### config.mk
export PLATFORM = sky130hd
export DESIGN_NAME = lab4_freq_meter
export DESIGN_NICKNAME = d
export VERILOG_FILES = /design/src/rtl/lab4_freq_meter.sv
export SDC_FILE = /design/constraint.sdc
export NUM_CORES = 1
export LEC_CHECK = 0
export CAP_MARGIN = 10
export CORE_ASPECT_RATIO = 1.4
export CORE_MARGIN = 10
export CORE_UTILIZATION = 50
export CTS_BUF_LIST = sky130_fd_sc_hd__clkbuf_4 sky130_fd_sc_hd__clkbuf_8
export CTS_CLUSTER_SIZE = 14
export DETAILED_ROUTE_END_ITERATION = 10
export GPL_ROUTABILITY_DRIVEN = 0
export GPL_TIMING_DRIVEN = 0
export HOLD_SLACK_MARGIN = 0.02
export MAX_ROUTING_LAYER = met4
export PLACE_DENSITY_LB_ADDON = 0.3
export SLEW_MARGIN = 20
export SYNTH_ARGS = -nofsm -noshare
export SYNTH_HDL_FRONTEND = slang
export SYNTH_SLANG_ARGS = --single-unit
### constraint.sdc
create_clock -name f_crys -period 3.5 [get_ports f_crys]
set_clock_uncertainty 0.05 [all_clocks]
set_input_delay 1.05 -clock f_crys [delete_from_list [all_inputs] [get_ports f_crys]]
set_output_delay 1.05 -clock f_crys [all_outputs]
set_load 0.05 [all_outputs]
### src/rtl/lab4_freq_meter.sv
// Gated frequency meter: counts synchronized rising edges of sig_in over a fixed window of
// GATE_CYCLES f_crys cycles and publishes the saturating count with a one-cycle valid pulse.
module lab4_freq_meter #(
  parameter int unsigned GATE_CYCLES = 100000000,
  parameter int unsigned CNT_W       = 16
) (
  input  logic             f_crys,
  input  logic             rst,
  input  logic             en,
  input  logic             sig_in,
  output logic [CNT_W-1:0] freq,
  output logic             valid,
  output logic             ovf,
  output logic             busy
);

  localparam int unsigned TimerW = (GATE_CYCLES > 1) ? $clog2(GATE_CYCLES) : 1;
  localparam logic [TimerW-1:0] TimerLast = TimerW'(GATE_CYCLES - 1);
  localparam logic [CNT_W-1:0] CntMax = '1;

  typedef enum logic [1:0] {
    StIdle,
    StGate,
    StLatch
  } state_e;

  state_e             state_q, state_d;
  logic [TimerW-1:0]  timer_q, timer_d;
  logic [CNT_W-1:0]   cnt_q, cnt_d;
  logic               flag_q, flag_d;
  logic [CNT_W-1:0]   freq_q, freq_d;
  logic               ovf_q, ovf_d;
  logic               valid_q, valid_d;
  logic               s1_q, s2_q, s3_q;
  logic               edge_det;

  // Two-flop synchronizer plus one delay flop for rising-edge detection.
  always_ff @(posedge f_crys or posedge rst) begin
    if (rst) begin
      s1_q <= 1'b0;
      s2_q <= 1'b0;
      s3_q <= 1'b0;
    end else begin
      s1_q <= sig_in;
      s2_q <= s1_q;
      s3_q <= s2_q;
    end
  end

  assign edge_det = s2_q & ~s3_q;

  always_comb begin
    state_d = state_q;
    timer_d = timer_q;
    cnt_d   = cnt_q;
    flag_d  = flag_q;
    freq_d  = freq_q;
    ovf_d   = ovf_q;
    valid_d = 1'b0;
    unique case (state_q)
      StIdle: begin
        timer_d = '0;
        cnt_d   = '0;
        flag_d  = 1'b0;
        if (en) begin
          state_d = StGate;
        end
      end
      StGate: begin
        if (!en) begin
          // Abort: discard the window, published results stay untouched.
          state_d = StIdle;
          timer_d = '0;
          cnt_d   = '0;
          flag_d  = 1'b0;
        end else begin
          if (edge_det) begin
            if (cnt_q == CntMax) begin
              flag_d = 1'b1;
            end else begin
              cnt_d = cnt_q + 1'b1;
            end
          end
          if (timer_q == TimerLast) begin
            // Results are registered on entry so they are visible alongside valid in LATCH.
            state_d = StLatch;
            timer_d = '0;
            freq_d  = cnt_d;
            ovf_d   = flag_d;
            valid_d = 1'b1;
          end else begin
            timer_d = timer_q + 1'b1;
          end
        end
      end
      StLatch: begin
        // Dead cycle: edges seen here are dropped.
        timer_d = '0;
        cnt_d   = '0;
        flag_d  = 1'b0;
        state_d = en ? StGate : StIdle;
      end
      default: begin
        state_d = StIdle;
        timer_d = '0;
        cnt_d   = '0;
        flag_d  = 1'b0;
      end
    endcase
  end

  always_ff @(posedge f_crys or posedge rst) begin
    if (rst) begin
      state_q <= StIdle;
      timer_q <= '0;
      cnt_q   <= '0;
      flag_q  <= 1'b0;
      freq_q  <= '0;
      ovf_q   <= 1'b0;
      valid_q <= 1'b0;
    end else begin
      state_q <= state_d;
      timer_q <= timer_d;
      cnt_q   <= cnt_d;
      flag_q  <= flag_d;
      freq_q  <= freq_d;
      ovf_q   <= ovf_d;
      valid_q <= valid_d;
    end
  end

  assign freq  = freq_q;
  assign ovf   = ovf_q;
  assign valid = valid_q;
  assign busy  = (state_q != StIdle);

endmodule

Word level (Yosys, flattened, before mapping)
Cells that the tools add are included.
{"block": "word_totals", "reg_bits": 67, "wordCells": 43}
{"block": "op_classes", "add_sub_neg": 2, "eq_ne": 6, "mux": 19, "n_bitwise": 2, "reduce_logical": 4}
{"op": "27-bit 2-to-1 mux", "count": 3}
{"op": "16-bit 2-to-1 mux", "count": 4}
{"op": "27-bit by 1-bit adder with 27-bit output, second input constant", "count": 1}
{"op": "27-bit == test, second input constant", "count": 1}
{"op": "16-bit by 1-bit adder with 16-bit output, second input constant", "count": 1}
{"op": "16-bit == test, second input constant", "count": 1}
{"op": "1-bit 2-to-1 mux", "count": 8}
{"op": "2-bit 2-to-1 mux", "count": 3}
{"op": "2-bit case mux with 3 select lines", "count": 1}
{"op": "3-bit != test, second input constant", "count": 1}
{"op": "3-bit AND reduction", "count": 1}
{"op": "2-bit by 1-bit == test with 1-bit output, second input constant", "count": 1}
{"op": "2-bit == test, second input constant", "count": 1}
{"op": "2-bit logical NOT", "count": 1}
{"op": "2-bit != test, second input constant", "count": 1}
{"op": "2-bit AND reduction", "count": 1}
{"op": "2-bit nonzero test", "count": 1}
{"op": "1-bit AND", "count": 1}
{"op": "1-bit NOT", "count": 1}

Depth between registers and ports, before layout
{"block": "logic_depth", "depth_word": 5, "depth_mapped": 7, "depth_no_buf": 6}

Worst setup path before layout
Ideal clock, no wire load.
{"block": "synth_path", "kind": "in2reg", "start": "input en", "end": "register freq_q[5] (netlist: freq[5])", "setup_ps": 125, "arrival_time_ps": 2083, "slack_ps": 1242, "cell_stages": 4, "cell_sequence": "nand3b_1 nor3_4 buf_8 mux2_4"}
{"block": "synth_between", "elab_chain_len": 1}
{"element": "from (decl)", "line_no": "9", "text": "input logic en,"}
{"element": "3-bit AND reduction (no source line)"}
{"element": "to (signal assigned)", "line_no": "126", "text": "freq_q <= freq_d;"}
{"element": "to (decl)", "line_no": "31", "text": "logic [CNT_W-1:0] freq_q, freq_d;"}
Every way passes these cells.
A chain may end at the register's enable or synchronous reset.

Worst setup path after layout
{"block": "layout_path", "start": "register state_q[0]", "end": "output busy"}
{"block": "layout_between", "elab_chain_len": 1}
{"element": "from (decl)", "line_no": "27", "text": "state_e state_q, state_d;"}
{"element": "from (signal assigned)", "line_no": "114", "text": "state_q <= StIdle;"}
{"element": "from (signal assigned)", "line_no": "122", "text": "state_q <= state_d;"}
{"element": "2-bit nonzero test", "line_no": "135", "text": "assign busy = (state_q != StIdle);"}
{"element": "to (decl)", "line_no": "14", "text": "output logic busy"}
Every way passes these cells.

==> impl_metrics.json <==
{
  "overflow": 0,
  "critPathSlowestCell": "clkdlybuf4s50_1",
  "placed_cell_area_sq_um": 3500,
  "fin_hold_ws_ps": 296,
  "arrival_ps": 1730,
  "grt_usage_pct": 13.8,
  "ys_seq_elements": 67,
  "synth-main-ff-cell": "dfrtp_1",
  "cp-startpoint": "state_q[0]",
  "diodes": 0,
  "hold_path_class": "flip-flop to flip-flop",
  "ys_top_cells_by_area": "dfrtp_1 53%, nor2_1 5.0%, xor2_1 4.7%, xnor2_1 3.3%, mux2i_1 3.2%",
  "synth_edf_count": 0,
  "r2r_slack_ps": 1080,
  "yosysUniqueCellTypes": 44,
  "drive_gt1_share_pct": 12.5,
  "switching_share_pct": 23.5,
  "routed_via_density": 5.57,
  "clock-sinks": 67,
  "clock-root-buffer": "clkbuf_8",
  "switching_power_mw": 0.352,
  "grt_pass1_vias": 2375,
  "irDropWorstVdd_uv": 198,
  "die_w_um": 87.2,
  "status": "finished, final reports clean",
  "p_clk_share_pct": 43.2,
  "yosysTopAreaCellShare_pct": 53.1,
  "remaining_drc_errors": 0,
  "layout.cells.non_filler": 407,
  "fin_ws_ps": 673,
  "dp_hpwl_um": 4460,
  "clk_pin_slew_worst_paths_ps": 80,
  "intPower_mw": 1.14,
  "synth_common_cells": "67 x dfrtp_1, 42 x nor2_1, 17 x xor2_1, 16 x nand3_1",
  "cts_tree": "done",
  "cp.depth": 2,
  "wl_um": 6090,
  "coreArea_sq_um": 6170,
  "fin_crit_sh_pct": 80.8,
  "hold_buffers": 0,
  "synth.most_common_cell": "dfrtp_1",
  "path_max_fanout": 3,
  "tightest_slew_ps": 866,
  "cts_buffers": 9,
  "die_area_sq_um": 9940,
  "start_util_pct": 51.2,
  "syn_nets": 302,
  "fin_crit_ps": 2830,
  "clockBufferDepth": 2,
  "ant_nets": 0,
  "synth_cells": 296,
  "worstPathRequired_ps": 2400,
  "layout.nets": 336,
  "fp-row-count": 34,
  "start_kind": "flip-flop",
  "seqPwrFrac_pct": 52.4,
  "timing.rr.start": "timer_q[0]",
  "yosysWarnings": 0,
  "relSlewSlack_pct": 41.8,
  "finish.utilization_pct": 60.0,
  "max_freq_ghz": 0.354,
  "critPathMaxStageDelay_ps": 700,
  "syn2layout_area_growth_pct": 17.2,
  "drt_iter0_drc": 85,
  "finalPower_mw": 1.50,
  "synthArstFlopShare_pct": 100,
  "cp_top_family": "buffers and inverters",
  "ys_seq_area_share_pct": 53.1,
  "first_pass_iters": 4,
  "postCtsResizedCells": 0,
  "worstPathCellList": "or2_2 > clkdlybuf4s50_1",
  "postCtsSetupBuffers": 0,
  "rsz0062_at_grt": "no",
  "avgSynthCellArea_sq_um": 10.7,
  "place_ws_ps": 442,
  "p_per_area_nw_per_um2": 404,
  "timing.rr.end": "freq[6]",
  "p_comb_share_pct": 4.4,
  "antenna_found_initial": 0,
  "cap_violations": 0,
  "wl_per_cell_um": 15.0,
  "insertion_delay_ps": 340,
  "fin_setup_tns_ps": 0,
  "stdcell_area_sq_um": 3700,
  "fill_cells": 514,
  "path_class": "flip-flop to primary output",
  "die_h_um": 114,
  "final_hold_viol_count": 0,
  "p_leak_nw": 1.58,
  "syn_area_sq_um": 3160,
  "cts_max_level": 3,
  "reg2reg_depth": 7,
  "final_max_slew_viol_count": 0,
  "setup_viol": 0,
  "post-synth-top-area-cell": "dfrtp_1",
  "endpoint": "busy",
  "dr_total_vias": 2266,
  "critPathBufInv": 1,
  "cp-end-kind": "primary output",
  "grt_max_degree": 57,
  "dp.cells": 391,
  "grt_pass1_wl_um": 10700,
  "boundaryPins": 23,
  "io_buffers": 22
}
## power groups by stage
stage,sequential (mW),clock [mW],combinational (mW)
3_5_place_dp,0.799,0,0.0673
3_3_place_gp,0.799,0,0.0627
6_report,0.784,0.647,0.0655
2_1_floorplan,0.798,0,0.0427
4_1_cts,0.784,0.665,0.0678
5_1_grt,0.785,0.693,0.0732
## worst reg2reg max path, stage by stage (launching register included)
cell,delay (ps)
dfrtp_1,390
ha_1,240
nand4_2,210
nor2_4,220
nand3_2,150
nor3_4,520
buf_8,230
mux2_4,310
## sequential cells by signal (all words and copies together), names as in the netlist
name     flops
cnt_q       16
freq        16
ovf          1
flag_q       1
s2_q         1
s3_q         1
state_q      2
s1_q         1
valid        1
timer_q     27
## worst min path at each step
stage          startpoint  endpoint  slack (ps)  depth (start not counted)
6_report             s1_q      s2_q         300                          0
2_1_floorplan        s1_q      s2_q         280                          0
5_1_grt              s1_q      s2_q         320                          0
3_3_place_gp         s1_q      s2_q         290                          0
4_1_cts              s1_q      s2_q         300                          0
3_5_place_dp         s1_q      s2_q         290                          0
## metal layers
metal / track usage [%] / up-vias / routed length [um]
met2: 22.9 / 52 / 3180
met3: 4.42 / 19 / 273
met4: 6.93 / 0 / 197
met5: - / - / 0
met1: 14.2 / 1103 / 2430
li1: - / 1092 / -
## area by class of cell
class / count / area, sq um / share of cell area (%)
Inverter: 14 / 55.1 / 1.49
Multi-Input combinational cell: 209 / 1390 / 37.6
Clock buffer: 10 / 138 / 3.72
Buffer: 6 / 36.3 / 0.981
Clock inverter: 6 / 65.1 / 1.76
Timing Repair Buffer: 23 / 248 / 6.70
Tap cell: 72 / 90.1 / 2.43
Sequential cell: 67 / 1680 / 45.3
## cells in the final DEF (no fill, tap or decap), drive strengths merged, types with 4 or more instances in the layout
master | synthesis | layout
a21oi | 8 | 8
nor4 | 5 | 5
nand3 | 17 | 17
inv | 14 | 14
nand2 | 14 | 14
nor2 | 43 | 43
xnor2 | 12 | 12
clkinvlp | 0 | 4
mux2i | 10 | 10
xor2 | 17 | 17
dfrtp | 67 | 67
clkdlybuf4s50 | 0 | 22
buf | 3 | 4
nor2b | 11 | 11
and3 | 5 | 5
clkbuf | 3 | 13
mux2 | 10 | 10
nor3 | 12 | 12
nand4 | 12 | 12
## kinds of logic (layout without fill, tap and decap cells)
group                    count (synthesis)  in the layout  synth area share, %
AO/OA/AOI/OAI                           19             19                 3.57
XOR/XNOR                                29             29                 8.05
adder cells (fa/ha/maj)                  2              2                0.793
buffers and inverters                   20             59                 2.81
flip-flops                              67             67                 53.1
multiplexers                            20             20                 6.98
AND/OR/NAND/NOR                        139            139                 24.7
(Power assumes the default switching activity.)
